[config.mk]
export PLATFORM = sky130hd
export DESIGN_NAME = cmp_result_tracker_flat
export DESIGN_NICKNAME = d
export VERILOG_FILES = /design/src/rtl/cmp_result_tracker_if.sv /design/src/rtl/cmp_result_tracker.sv /design/src/flat_wrapper.sv
export SDC_FILE = /design/constraint.sdc
export NUM_CORES = 1
export LEC_CHECK = 0
export CORE_ASPECT_RATIO = 0.9
export CORE_MARGIN = 8
export CORE_UTILIZATION = 56
export CTS_CLUSTER_SIZE = 12
export DETAILED_ROUTE_END_ITERATION = 10
export GPL_ROUTABILITY_DRIVEN = 0
export PLACE_DENSITY = 0.89
export SLEW_MARGIN = 40
export SYNTH_ARGS = -nofsm -noshare
export SYNTH_HDL_FRONTEND = slang
export SYNTH_SLANG_ARGS = --single-unit
export TNS_END_PERCENT = 100
[constraint.sdc]
create_clock -name clk -period 3.2 [get_ports clk]
set_input_delay 0.48 -clock clk [delete_from_list [all_inputs] [get_ports clk]]
set_output_delay 0.48 -clock clk [all_outputs]
set_load 0.005 [all_outputs]
[src/rtl/cmp_result_tracker_if.sv]
// Sample and result bundle between the comparator control logic and cmp_result_tracker.
interface cmp_result_tracker_if #(
  parameter int unsigned CNT_W = 8
);
  logic             in_valid;
  logic             gt;
  logic             eq;
  logic             lt;
  logic             clr;
  logic [CNT_W-1:0] gt_cnt;
  logic [CNT_W-1:0] eq_cnt;
  logic [CNT_W-1:0] lt_cnt;
  logic [CNT_W-1:0] total_cnt;
  logic [3:0]       run_len;
  logic             locked;
  logic             changed;
  logic             err;

  modport master (
    output in_valid, gt, eq, lt, clr,
    input  gt_cnt, eq_cnt, lt_cnt, total_cnt, run_len, locked, changed, err
  );

  modport slave (
    input  in_valid, gt, eq, lt, clr,
    output gt_cnt, eq_cnt, lt_cnt, total_cnt, run_len, locked, changed, err
  );
endinterface

[src/rtl/cmp_result_tracker.sv]
// Registered consumer of comparator result lines: one-hot check, saturating
// per-category counts, equal-run lock tracking and change/fault reporting.
module cmp_result_tracker #(
  parameter int unsigned CNT_W      = 8,
  parameter int unsigned RUN_TARGET = 3
) (
  input  logic                 clk,
  input  logic                 rst,
  cmp_result_tracker_if.slave  bus
);

  typedef enum logic [1:0] {StIdle, StTrack, StLocked, StFault} state_e;
  typedef enum logic [1:0] {ResNone, ResGt, ResEq, ResLt} res_e;

  localparam logic [CNT_W-1:0] CntMax    = {CNT_W{1'b1}};
  localparam logic [3:0]       RunTarget = 4'(RUN_TARGET);

  state_e           r_state;
  res_e             r_last;
  logic [CNT_W-1:0] r_gt_cnt;
  logic [CNT_W-1:0] r_eq_cnt;
  logic [CNT_W-1:0] r_lt_cnt;
  logic [CNT_W-1:0] r_total_cnt;
  logic [3:0]       r_run_len;
  logic             r_locked;
  logic             r_changed;
  logic             r_err;

  logic [1:0]       w_hits;
  logic             w_sample;
  logic             w_onehot;
  res_e             w_res;
  logic [3:0]       w_run_next;

  function automatic logic [CNT_W-1:0] sat_inc(input logic [CNT_W-1:0] v);
    return (v == CntMax) ? v : v + 1'b1;
  endfunction

  // Classify the incoming sample; FAULT state and clr both mask it.
  always_comb begin
    w_hits   = {1'b0, bus.gt} + {1'b0, bus.eq} + {1'b0, bus.lt};
    w_sample = bus.in_valid & ~bus.clr & (r_state != StFault);
    w_onehot = (w_hits == 2'd1);
    w_res    = ResNone;
    if (bus.gt) begin
      w_res = ResGt;
    end else if (bus.eq) begin
      w_res = ResEq;
    end else if (bus.lt) begin
      w_res = ResLt;
    end
  end

  // Next run length for an accepted sample: eq extends (saturating), gt/lt break it.
  always_comb begin
    w_run_next = 4'd0;
    if (w_res == ResEq) begin
      w_run_next = (r_run_len >= RunTarget) ? RunTarget : r_run_len + 4'd1;
    end
  end

  // Tracker state machine with all outputs registered.
  always_ff @(posedge clk or posedge rst) begin
    if (rst) begin
      r_state     <= StIdle;
      r_last      <= ResNone;
      r_gt_cnt    <= '0;
      r_eq_cnt    <= '0;
      r_lt_cnt    <= '0;
      r_total_cnt <= '0;
      r_run_len   <= 4'd0;
      r_locked    <= 1'b0;
      r_changed   <= 1'b0;
      r_err       <= 1'b0;
    end else if (bus.clr) begin
      r_state     <= StIdle;
      r_last      <= ResNone;
      r_gt_cnt    <= '0;
      r_eq_cnt    <= '0;
      r_lt_cnt    <= '0;
      r_total_cnt <= '0;
      r_run_len   <= 4'd0;
      r_locked    <= 1'b0;
      r_changed   <= 1'b0;
      r_err       <= 1'b0;
    end else begin
      r_changed <= 1'b0;
      if (w_sample) begin
        if (w_onehot) begin
          r_total_cnt <= sat_inc(r_total_cnt);
          if (w_res == ResGt) r_gt_cnt <= sat_inc(r_gt_cnt);
          if (w_res == ResEq) r_eq_cnt <= sat_inc(r_eq_cnt);
          if (w_res == ResLt) r_lt_cnt <= sat_inc(r_lt_cnt);
          // The first sample after reset/clr has nothing to differ from.
          r_changed <= (r_last != ResNone) && (r_last != w_res);
          r_last    <= w_res;
          r_run_len <= w_run_next;
          // Covers IDLE->LOCKED when the target is 1, TRACK->LOCKED and LOCKED hold.
          if ((w_res == ResEq) && (w_run_next == RunTarget)) begin
            r_state  <= StLocked;
            r_locked <= 1'b1;
          end else begin
            r_state  <= StTrack;
            r_locked <= 1'b0;
          end
        end else begin
          r_state  <= StFault;
          r_locked <= 1'b0;
          r_err    <= 1'b1;
        end
      end
    end
  end

  assign bus.gt_cnt    = r_gt_cnt;
  assign bus.eq_cnt    = r_eq_cnt;
  assign bus.lt_cnt    = r_lt_cnt;
  assign bus.total_cnt = r_total_cnt;
  assign bus.run_len   = r_run_len;
  assign bus.locked    = r_locked;
  assign bus.changed   = r_changed;
  assign bus.err       = r_err;

endmodule

[src/flat_wrapper.sv]
// flat-port wrapper written by rule: the top's interface ports become plain ports
module cmp_result_tracker_flat 
#(
  parameter int unsigned CNT_W      = 8,
  parameter int unsigned RUN_TARGET = 3
)
  (clk, rst, bus_in_valid, bus_gt, bus_eq, bus_lt, bus_clr, bus_gt_cnt, bus_eq_cnt, bus_lt_cnt, bus_total_cnt, bus_run_len, bus_locked, bus_changed, bus_err);
  cmp_result_tracker_if #(.CNT_W(CNT_W)) bus_i ();
  input  logic clk;
  input  logic rst;
  input wire logic [$bits(bus_i.in_valid)-1:0] bus_in_valid;
  input wire logic [$bits(bus_i.gt)-1:0] bus_gt;
  input wire logic [$bits(bus_i.eq)-1:0] bus_eq;
  input wire logic [$bits(bus_i.lt)-1:0] bus_lt;
  input wire logic [$bits(bus_i.clr)-1:0] bus_clr;
  output wire logic [$bits(bus_i.gt_cnt)-1:0] bus_gt_cnt;
  output wire logic [$bits(bus_i.eq_cnt)-1:0] bus_eq_cnt;
  output wire logic [$bits(bus_i.lt_cnt)-1:0] bus_lt_cnt;
  output wire logic [$bits(bus_i.total_cnt)-1:0] bus_total_cnt;
  output wire logic [$bits(bus_i.run_len)-1:0] bus_run_len;
  output wire logic [$bits(bus_i.locked)-1:0] bus_locked;
  output wire logic [$bits(bus_i.changed)-1:0] bus_changed;
  output wire logic [$bits(bus_i.err)-1:0] bus_err;
  assign bus_i.in_valid = bus_in_valid;
  assign bus_i.gt = bus_gt;
  assign bus_i.eq = bus_eq;
  assign bus_i.lt = bus_lt;
  assign bus_i.clr = bus_clr;
  assign bus_gt_cnt = bus_i.gt_cnt;
  assign bus_eq_cnt = bus_i.eq_cnt;
  assign bus_lt_cnt = bus_i.lt_cnt;
  assign bus_total_cnt = bus_i.total_cnt;
  assign bus_run_len = bus_i.run_len;
  assign bus_locked = bus_i.locked;
  assign bus_changed = bus_i.changed;
  assign bus_err = bus_i.err;
  cmp_result_tracker #(.CNT_W(CNT_W), .RUN_TARGET(RUN_TARGET)) u_core (.clk(clk), .rst(rst), .bus(bus_i));
endmodule
==> flow_summary.toml <==
[logic_synthesis]
synth_nets = 263
synth_warnings = 0
syn_inst = 250
ys_ff_latch = 43
synth.distinct_cells = 54
synthFlopType = "dfrtp_1"
yosysSeqAreaShare_pct = 45.4
avgSynthCellArea_um2 = 9.48
syn_area_um2 = 2370
postSynth.asyncResetShare_pct = 100
synth_edf_count = 0

[setup_path]
crit_path_start_kind = "input pin"
critPathMaxFanout = 9
critical_path_class = "input pin to flip-flop"
crit_path_end_kind = "flip-flop"
ff2ff_path_depth = 5
crit_arrival_ns = 2.81
rrSetupSlack_ns = 1.22
timing.rr.start = "u_core.r_state[1]"
r2r_end = "u_core.bus.total_cnt[5]"
worst_ep_required_time_ns = 3.38

[run_status]
status = "finished clean"

[power]
p_total_mw = 1.00
p_per_area_nw_per_um2 = 336
ir_worst_vdd_uv = 297
power.leakage_nw = 1.19

[clock_network]
postCtsSetupBuffers = 0
cts_buffers = 5
htreeDepth = 2
clkLatencyLatePin_ns = 0.30
cts_resized = 0
clkSlewWorstSetupHoldPaths_ns = 0.08
ctsHoldBuffers = 0
cts_max_path_buffers = 2
cts_tree = "done"
ctsRootBufferMaster = "clkbuf_8"
cts.sinks = 43

[drt]
wl_met2_mm = 2.76
highest_layer = "met4"
drt-met1-wl_mm = 2.49
via_per_inst = 6.23
num_vias = 2176
drc = 0
first_pass_iters = 4
ant_nets = 0
met3_length_um = 323
drtIter0Drc = 173
wl_per_cell_um = 16.3
drt-total-wl_mm = 5.68

[finish]
layout_common_cells = "clkdlybuf4s50_1 (45), dfrtp_1 (43), a21oi_1 (22)"
finish.utilization_pct = 73.2
diodes = 0
fin_cells = 349
layout_commonest_cell = "clkdlybuf4s50_1"
area_growth_pct = 25.8
final_nets = 314
drive_gt1_share_pct = 9.30

[global_route]
grt_max_degree = 44
grt_pass1_vias = 2142
grtUsageTotal_pct = 17.9
antenna_found_initial = 0
grt_pass1_wl_mm = 9.88
grt_overflow_total = 0

[flow_run]
maxCapViolCount = 0

[die]
start_util_pct = 58.2
die_height_um = 77.7
ios = 46
core_area_um2 = 4070
fp.dieW_um = 84.6
die-area_um2 = 6580
row_count = 22

[sta]
worstMarginPinSlew_ns = 0.648
fin_skew_ns = 0.00873
fmax_ghz = 0.381
slew_headroom_pct = 55.7
hold_viol_final = 0
drv_slew = 0
grt_setup_unrepaired = "no"
fin_crit_ns = 2.62
setup_viol = 0
min_period_over_period_pct = 81.9
setup-tns-final_ns = 0

[hold_path]
hp-class = "flip-flop to flip-flop"
whs_path_depth = 2
hold_path.startpoint = "u_core.bus.err"
whs_endpoint = "u_core.bus.err"

[placement]
dp.cells = 342
io_buffers = 45
dp_hpwl_mm = 4.05
-- registers in the layout (all words and copies together) (netlist names) --
register,flops
u_core.bus.changed,1
u_core.bus.eq_cnt,8
u_core.bus.err,1
u_core.bus.gt_cnt,8
u_core.bus.locked,1
u_core.bus.lt_cnt,8
u_core.bus.run_len,4
u_core.bus.total_cnt,8
u_core.r_last,2
u_core.r_state,2
-- cell usage after synthesis (all sizes together), types with 6 or more instances --
cell	count	area share, %
dfrtp	43	45
a21oi	22	4.6
nand3	18	3.8
nor2	16	2.5
nand2	15	2.6
nor3	15	3.2
inv	13	2.1
o21ai	9	1.9
nand4	6	1.6
or3	6	1.6
-- cell families after synthesis --
family	after synthesis	synth area share [%]
AOI/OAI and AO/OA	60	16.8
xor gates and xnor gates	2	0.739
adders and majority gates	6	3.48
buffers and inverters	21	3.69
DFF	43	45.4
muxes	6	2.74
and+or+nand+nor	112	27.2
-- power breakdown --
| part | switching [mW] | leakage, nW | internal (mW) |
|---|---|---|---|
| sequential | 0.00784 | 0.596 | 0.550 |
| clock | 0.179 | 0.0470 | 0.169 |
| combinational | 0.0580 | 0.543 | 0.0383 |
| total | 0.245 | 1.19 | 0.758 |
-- metrics by stage --
step                      hold slack [ns]  worst slack [ns]  cell area (µm²)
final                               0.516             0.578             2980
after global routing                0.569             0.459             2980
after detailed placement            0.506             0.283             2900
after CTS                           0.523             0.601             2980
after global placement              0.499             0.342             2900
after floorplan                     0.486              1.01             2370
-- cell type report --
cell class | instances | area (µm²)
multi-input cells | 186 | 1210
inverters | 13 | 48.8
fillers | 320 | 1090
repair buffers | 52 | 503
clock buffers | 6 | 82.6
clock inverters | 1 | 5.00
flip-flops and latches | 43 | 1080
well taps | 48 | 60.1
-- per-layer routing --
layer | up-vias | track usage [%]
met5 | - | 0
met4 | 0 | 7.82
met3 | 15 | 3.79
met2 | 77 | 29.6
met1 | 1047 | 22.0
li1 | 1037 | -
-- critical path, stage by stage --
cell and delay (ns):
clkdlybuf4s50_1 0.54, fa_1 0.62, and2b_1 0.18, nand3_1 0.26
nor4_1 0.36, mux2_2 0.36
-- how the worst max path moves through the flow --
stage	start	end	slack, ns	depth (start not counted)
final	bus_eq	u_core.bus.lt_cnt[5]	0.58	6
after global routing	bus_eq	u_core.bus.lt_cnt[5]	0.46	6
after CTS	bus_eq	u_core.bus.lt_cnt[5]	0.60	6
after detailed placement	bus_eq	u_core.bus.lt_cnt[5]	0.28	6
after global placement	bus_eq	u_core.bus.lt_cnt[5]	0.34	6
after floorplan	bus_lt	u_core.bus.lt_cnt[5]	1.01	5
Power figures use the tool's default switching activity.
